`src/rtl/serial_sub_pkg.sv`:
```
// Shared types and defaults for the bit-serial subtractor.
// Signed-overflow output is enabled with SERIAL_SUB_OVF_EN.
package serial_sub_pkg;

    typedef enum logic [1:0] {
        IDLE,
        RUN,
        DONE
    } sub_state_t;

    localparam int DEFAULT_N = 8;

endpackage

```
`src/rtl/serial_subtractor_full_sub_bit.sv`:
```
// One-bit full subtractor: d = a - b - br, with borrow out.
// Pure combinational slice used by the serial datapath.
module full_sub_bit (
    input  logic a,
    input  logic b,
    input  logic br,
    output logic d,
    output logic br_out
);

    assign d      = a ^ b ^ br;
    assign br_out = (~a & b) | (~(a ^ b) & br);

endmodule

```
`src/rtl/serial_subtractor.sv`:
```
// Bit-serial N-bit subtractor, LSB first, start/busy/done handshake.
// Define SERIAL_SUB_OVF_EN to add the registered signed-overflow port ovf.
module serial_subtractor
    import serial_sub_pkg::*;
#(
    parameter int N = DEFAULT_N
) (
    input  logic         clk,
    input  logic         rst,
    input  logic         start,
    input  logic [N-1:0] a,
    input  logic [N-1:0] b,
    input  logic         bin,
    output logic         busy,
    output logic         done,
    output logic [N-1:0] diff,
    output logic         bout
`ifdef SERIAL_SUB_OVF_EN
    ,
    output logic         ovf
`endif
);

    localparam int CW = (N > 1) ? $clog2(N) : 1;

    sub_state_t    state;
    logic [CW-1:0] cnt;
    logic [N-1:0]  sa;
    logic [N-1:0]  sb;
    logic [N-1:0]  res;
    logic [N-1:0]  res_nx;
    logic          br;
    logic          d;
    logic          br_nx;
    logic          last;

`ifdef SERIAL_SUB_OVF_EN
    logic a_msb;
    logic b_msb;
`endif

    full_sub_bit u_bit (
        .a     (sa[0]),
        .b     (sb[0]),
        .br    (br),
        .d     (d),
        .br_out(br_nx)
    );

    // New bit enters at the MSB so the LSB-first stream lands in place.
    always_comb begin
        res_nx        = res >> 1;
        res_nx[N-1]   = d;
    end

    assign last = (cnt == CW'(N - 1));

    always_ff @(posedge clk or posedge rst) begin
        if (rst) begin
            state <= IDLE;
            cnt   <= '0;
            sa    <= '0;
            sb    <= '0;
            res   <= '0;
            br    <= 1'b0;
            busy  <= 1'b0;
            done  <= 1'b0;
            diff  <= '0;
            bout  <= 1'b0;
`ifdef SERIAL_SUB_OVF_EN
            a_msb <= 1'b0;
            b_msb <= 1'b0;
            ovf   <= 1'b0;
`endif
        end else begin
            done <= 1'b0;
            unique case (state)
                IDLE: begin
                    if (start) begin
                        sa    <= a;
                        sb    <= b;
                        br    <= bin;
                        cnt   <= '0;
                        res   <= '0;
                        busy  <= 1'b1;
                        state <= RUN;
`ifdef SERIAL_SUB_OVF_EN
                        a_msb <= a[N-1];
                        b_msb <= b[N-1];
`endif
                    end
                end
                RUN: begin
                    sa  <= sa >> 1;
                    sb  <= sb >> 1;
                    br  <= br_nx;
                    res <= res_nx;
                    cnt <= cnt + 1'b1;
                    if (last) begin
                        diff  <= res_nx;
                        bout  <= br_nx;
                        busy  <= 1'b0;
                        done  <= 1'b1;
                        state <= DONE;
`ifdef SERIAL_SUB_OVF_EN
                        ovf   <= (a_msb ^ b_msb) & (res_nx[N-1] ^ a_msb);
`endif
                    end
                end
                DONE: begin
                    state <= IDLE;
                end
                default: begin
                    state <= IDLE;
                end
            endcase
        end
    end

endmodule

```
`config.mk`:
```
export PLATFORM = sky130hd
export DESIGN_NAME = serial_subtractor
export DESIGN_NICKNAME = d
export VERILOG_FILES = /design/src/rtl/serial_sub_pkg.sv /design/src/rtl/serial_subtractor_full_sub_bit.sv /design/src/rtl/serial_subtractor.sv
export SDC_FILE = /design/constraint.sdc
export NUM_CORES = 1
export LEC_CHECK = 0
export BUFFER_PORTS_ARGS = -buffer_cell sky130_fd_sc_hd__clkbuf_2
export CORE_ASPECT_RATIO = 1.25
export CORE_MARGIN = 2
export CORE_UTILIZATION = 54
export CTS_CLUSTER_DIAMETER = 60
export DETAILED_ROUTE_END_ITERATION = 10
export HOLD_SLACK_MARGIN = 0.15
export PLACE_DENSITY = 0.77
export SLEW_MARGIN = 10
export SYNTH_ARGS = -nofsm -noshare
export SYNTH_HDL_FRONTEND = slang
export SYNTH_SLANG_ARGS = --single-unit
```
`constraint.sdc`:
```
create_clock -name clk -period 2.1 [get_ports clk]
set_clock_uncertainty 0.1 [all_clocks]
set_input_delay 0.315 -clock clk [delete_from_list [all_inputs] [get_ports clk]]
set_output_delay 0.315 -clock clk [all_outputs]
set_load 0.02 [all_outputs]
```
# ---- After elaboration in Yosys (flattened, before gate mapping)
# Index checks and enable logic that the tools add are counted.
dict set report op_classes {
  add_sub_neg 1
  bitwise 7
  mux 18
  n_shift 0
  multipliers 0
  n_reduce_logical 6
  div 0
  n_eq_ne 4
  n_lt_le_gt_ge 0
}
# operator count
set ops {}
lappend ops {{8-bit one-hot mux with 2 select lines} 3}
lappend ops {{8-bit 2-to-1 mux} 3}
lappend ops {{3-bit one-hot mux with 2 select lines} 1}
lappend ops {{2-bit AND reduction} 3}
lappend ops {{1-bit 2-to-1 mux} 5}
lappend ops {{2-bit 2-to-1 mux} 2}
lappend ops {{2-bit inequality test (second input constant)} 2}
lappend ops {{1-bit one-hot mux with 2 select lines} 2}
lappend ops {{2-bit one-hot mux with 2 select lines} 1}
lappend ops {{3-bit by 1-bit adder with 3-bit output (second input constant)} 1}
lappend ops {{3-bit equality test (second input constant)} 1}
lappend ops {{3-bit 2-to-1 mux} 1}
lappend ops {{3-bit AND reduction} 1}
lappend ops {{1-bit AND} 2}
lappend ops {{2-bit by 1-bit equality test with 1-bit output (second input constant)} 1}
lappend ops {{2-bit logical NOT} 1}
lappend ops {{1-bit NOT} 2}
lappend ops {{2-bit nonzero test} 1}
lappend ops {{1-bit bitwise XOR} 2}
lappend ops {{1-bit bitwise OR} 1}
dict set report totals {
  inputBits 20
  mem_bits_ro 0
  latch_bits 0
  ram_bits 0
  out_inout_bits 11
  word_cells 46
  n_memories 0
  register_bits 41
}

# ---- Longest topological paths before layout
dict set report depth {
  word_depth 5
  mapped_depth 6
  depth_no_buf 5
}

# ---- Modules after synthesis
# From an unflattened synthesis, not the netlist that was laid out.
dict set report unflattened {
  cells_unflattened 148
  area_unflattened_um2 1754.2
}
# mod area_per_inst_um2 instances seq_area_each_um2 cells_each
set by_module_without_submodules {}
lappend by_module_without_submodules {serial_subtractor 1722.9 1 1001.0 144}
lappend by_module_without_submodules {full_sub_bit 31.3 1 0.0 4}

# ---- Worst setup path after synthesis
# OpenSTA, ideal clock, no wires.
dict set report synth_timing {
  path_kind {reg2reg}
  startpoint {register cnt[0]}
  endpoint {register diff[0]}
  required_ns 1.875
  path_stages_with_launch 6
  period_less_slack_ns 1.633
  setup_time_ns 0.125
  n_path_buf 1
  setup_slack_ns 0.467
  arrival_ns 1.408
  path_cell_list {dfrtp_1 -> ha_1 -> ha_1 -> nand3b_1 -> buf_2 -> mux2_2}
}
dict set report synth_between {
  elab_chain_cells 2
}
# element line_no
set synth_lines {}
lappend synth_lines {{start, declared} serial_subtractor.sv:27} ;# logic [CW-1:0] cnt;
lappend synth_lines {{start signal, assigned} serial_subtractor.sv:98} ;# cnt <= cnt + 1'b1;
lappend synth_lines {{3-bit equality test} serial_subtractor.sv:56} ;# assign last = (cnt == CW'(N - 1));
lappend synth_lines {{2-bit AND reduction (no line)} -}
lappend synth_lines {{end signal, assigned} serial_subtractor.sv:100} ;# diff <= res_nx;
lappend synth_lines {{end, declared} serial_subtractor.sv:16} ;# output logic [N-1:0] diff,
# Every way passes these cells.
# A chain may end at the register's enable or synchronous reset.

# ---- Worst setup path in the final report
dict set report layout_timing {
  startpoint {register cnt[0]}
  endpoint {register diff[6]}
}
# Same word-level chain as after synthesis.

==> out/metrics.yaml <==
floorplan:
  io_pins: 31
  chipWidth_um: 55.2
  initial_core_util_pct: 55.9
  rows: 23
  die_h_um: 68.0
  core_area_sq_mm: 0.00317
  dieArea_sq_mm: 0.00376
global_route:
  grt_pass1_wl_mm: 6.02
  grt_overflow_total: 0
  grt_usage_pct: 21.3
  grt_max_degree: 41
  grt_antenna_before_repair: 0
  grt_pass1_vias: 1305
synth:
  synth-seq-area-share_pct: 56.5
  synth_edf_count: 0
  yosys_warnings: 0
  synth_area_leaders: "dfrtp_1, mux2_2, nor3b_1"
  syn_inst: 150
  synthMostInstantiatedCell: "dfrtp_1"
  syn-cell-area_sq_mm: 0.00177
  async_reset_ff_share_pct: 100
  yosys-top-cells-count: "dfrtp_1, inv_1, nor3b_1, a22o_1"
  ys_types: 28
  syn_nets: 173
  syn_avg_cell_area_sq_um: 11.8
  synthFlopType: "dfrtp_1"
  yosysTopAreaCell: "dfrtp_1"
  synth-seq-cells: 40
  synth_top_area_share_pct: 56.5
worst_setup_path:
  crit_path_max_fanout: 12
  required_ps: 2180
  path_cells: "ha_1 > ha_1 > nand3b_1 > mux2_2"
  critical_path_class: "reg2reg"
  slowest_stage: "nand3b_1"
  slowest_delay_ps: 430
  r2r_start: "cnt[0]$_DFFE_PP0P_"
  worstSetupStartpointType: "register"
  cpMostUsedCell: "ha_1"
  crit_arrival_ps: 1940
  cp-end-kind: "register"
  startpoint: "cnt[0]$_DFFE_PP0P_"
cts:
  cts_tree: "done"
  htree_levels: 2
  clock_sinks: 40
  cts_resized: 0
  clockBufferDepth: 2
  cts.clk_slew.worst_paths_ps: 70
  worstSkewPairLatency_ps: 290
  cts_buffers: 5
  cts-root-buf: "clkbuf_8"
  post-cts-setup-buffers: 0
  cts_hold_buf: 2
route:
  first_pass_iters: 4
  drtIter0Drc: 32
  drt-total-wl_mm: 3.43
  drcViolationCount: 0
  postRouteAntennaNets: 0
  vias_per_cell: 5.54
  wire_per_inst_um: 15.4
  vias: 1236
placement:
  portBuffers: 30
  dp_hpwl_mm: 2.48
  gp_congestion: 0.715
min_path:
  hp-start: "a[7]"
  hp-class: "in2reg"
cells_and_area:
  ff_latch_area_sq_mm: 0.00100
  drive_above_1_share_pct: 30.6
  synthToLayoutAreaGrowth_pct: 17.8
  multi_input_area_sq_um: 659
  finalNetCount: 208
  antenna_cells: 0
  fillers: 262
run:
  timing.max_cap.violations: 0
power:
  p_per_area_mw_per_mm2: 1500
  p_leak_uw: 0.00101
  peakVddDrop_v: 0.000879
  p_total_uw: 3130
timing:
  tns_ps: 0
  drv_slew: 0
  hold_viol: 0
  maxSlewHeadroom_pct: 63.9
  min_period_over_period_pct: 88.6
  worst-slew-pin-transition_ps: 539
  rsz0062_at_grt: "no"
  final.min_clock_period_ps: 1860
  setup_viol: 0
  max_freq_mhz: 537
outcome:
  status: "completed"
==> cell type report <==
| class | instances | share of cell area (%) |
|---|---|---|
| Timing Repair Buffer | 39 | 10.7 |
| Inverter | 12 | 2.16 |
| Tap cell | 37 | 2.22 |
| Clock buffer | 5 | 3.30 |
| Sequential cell | 40 | 48.0 |
| Multi-Input combinational cell | 87 | 31.6 |
| Clock inverter | 3 | 2.04 |
==> routing by layer <==
metal	vias to the layer above	GRT usage, %	part of all wire, %
met5	-	0	0
met4	0	10.4	2.1
met3	9	6.05	4.3
met2	33	37.1	50
met1	598	24.5	43
li1	596	-	-
==> cell families after synthesis <==
family                   count (synthesis)  share of synthesized area (%)
AND/OR/NAND/NOR                         35                           12.2
AO/OA/AOI/OAI                           40                           16.9
flip-flops                              40                           56.5
buffers and inverters                   23                           6.22
adder cells (fa/ha/maj)                  3                           2.54
multiplexers                             9                           5.65
==> state kept, by name, summed over array words and instances (netlist names) <==
signal,cells
sa,8
br,1
bout,1
done,1
res,7
sb,8
diff,8
cnt,3
state,2
busy,1
==> placed cells by master (no fill, tap or decap), types with 4 or more instances in the layout <==
cell type and count:
nor2_1 6, clkbuf_2 30, clkbuf_8 5, a22o_1 9
nor3b_1 11, nor2b_1 7, inv_1 12, o22a_1 6
mux2_2 8, a21oi_1 8, a221oi_1 4, nand2_1 4
buf_4 7, dfrtp_1 40, o21ai_0 7
==> final timing paths <==
| path | endpoint | slack (ps) | cells past startpoint |
|---|---|---|---|
| setup / recovery | diff[6]$_DFFE_PP0P_ | 240 | 4 |
| hold / removal | sa[7]$_DFFE_PP0P_ | 160 | 3 |
| setup reg to reg | diff[6]$_DFFE_PP0P_ | 240 | 4 |
| hold reg to reg | cnt[0]$_DFFE_PP0P_ | 390 | 1 |
| max in group asynchronous | cnt[0]$_DFFE_PP0P_ | 970 | 4 |
| min in group asynchronous | sa[1]$_DFFE_PP0P_ | 590 | 4 |
==> power breakdown <==
group	switching, uW	total [uW]	internal [uW]
logic	594	1180	581
clock network	262	614	351
registers	229	1340	1110
==> stage by stage <==
step                      area [sq um]  setup slack [ps]  cells  hold slack [ps]  util (%)
after floorplan                   1770               467    150              346         -
after global placement            1950               337    213              327      61.7
after detailed placement          1950               227    213              354      61.7
after CTS                         2090               212    223              155      65.9
after global routing              2090               171    223              187      65.9
final                             2090               239    223              164      65.9
==> critical path: cells and delay by family (launching register included) <==
family                     cells  cell delay, ps
adders and majority gates      2             420
DFF                            1             400
muxes                          1             400
and+or+nand+nor                1             430
Power figures use the tool's default switching activity.
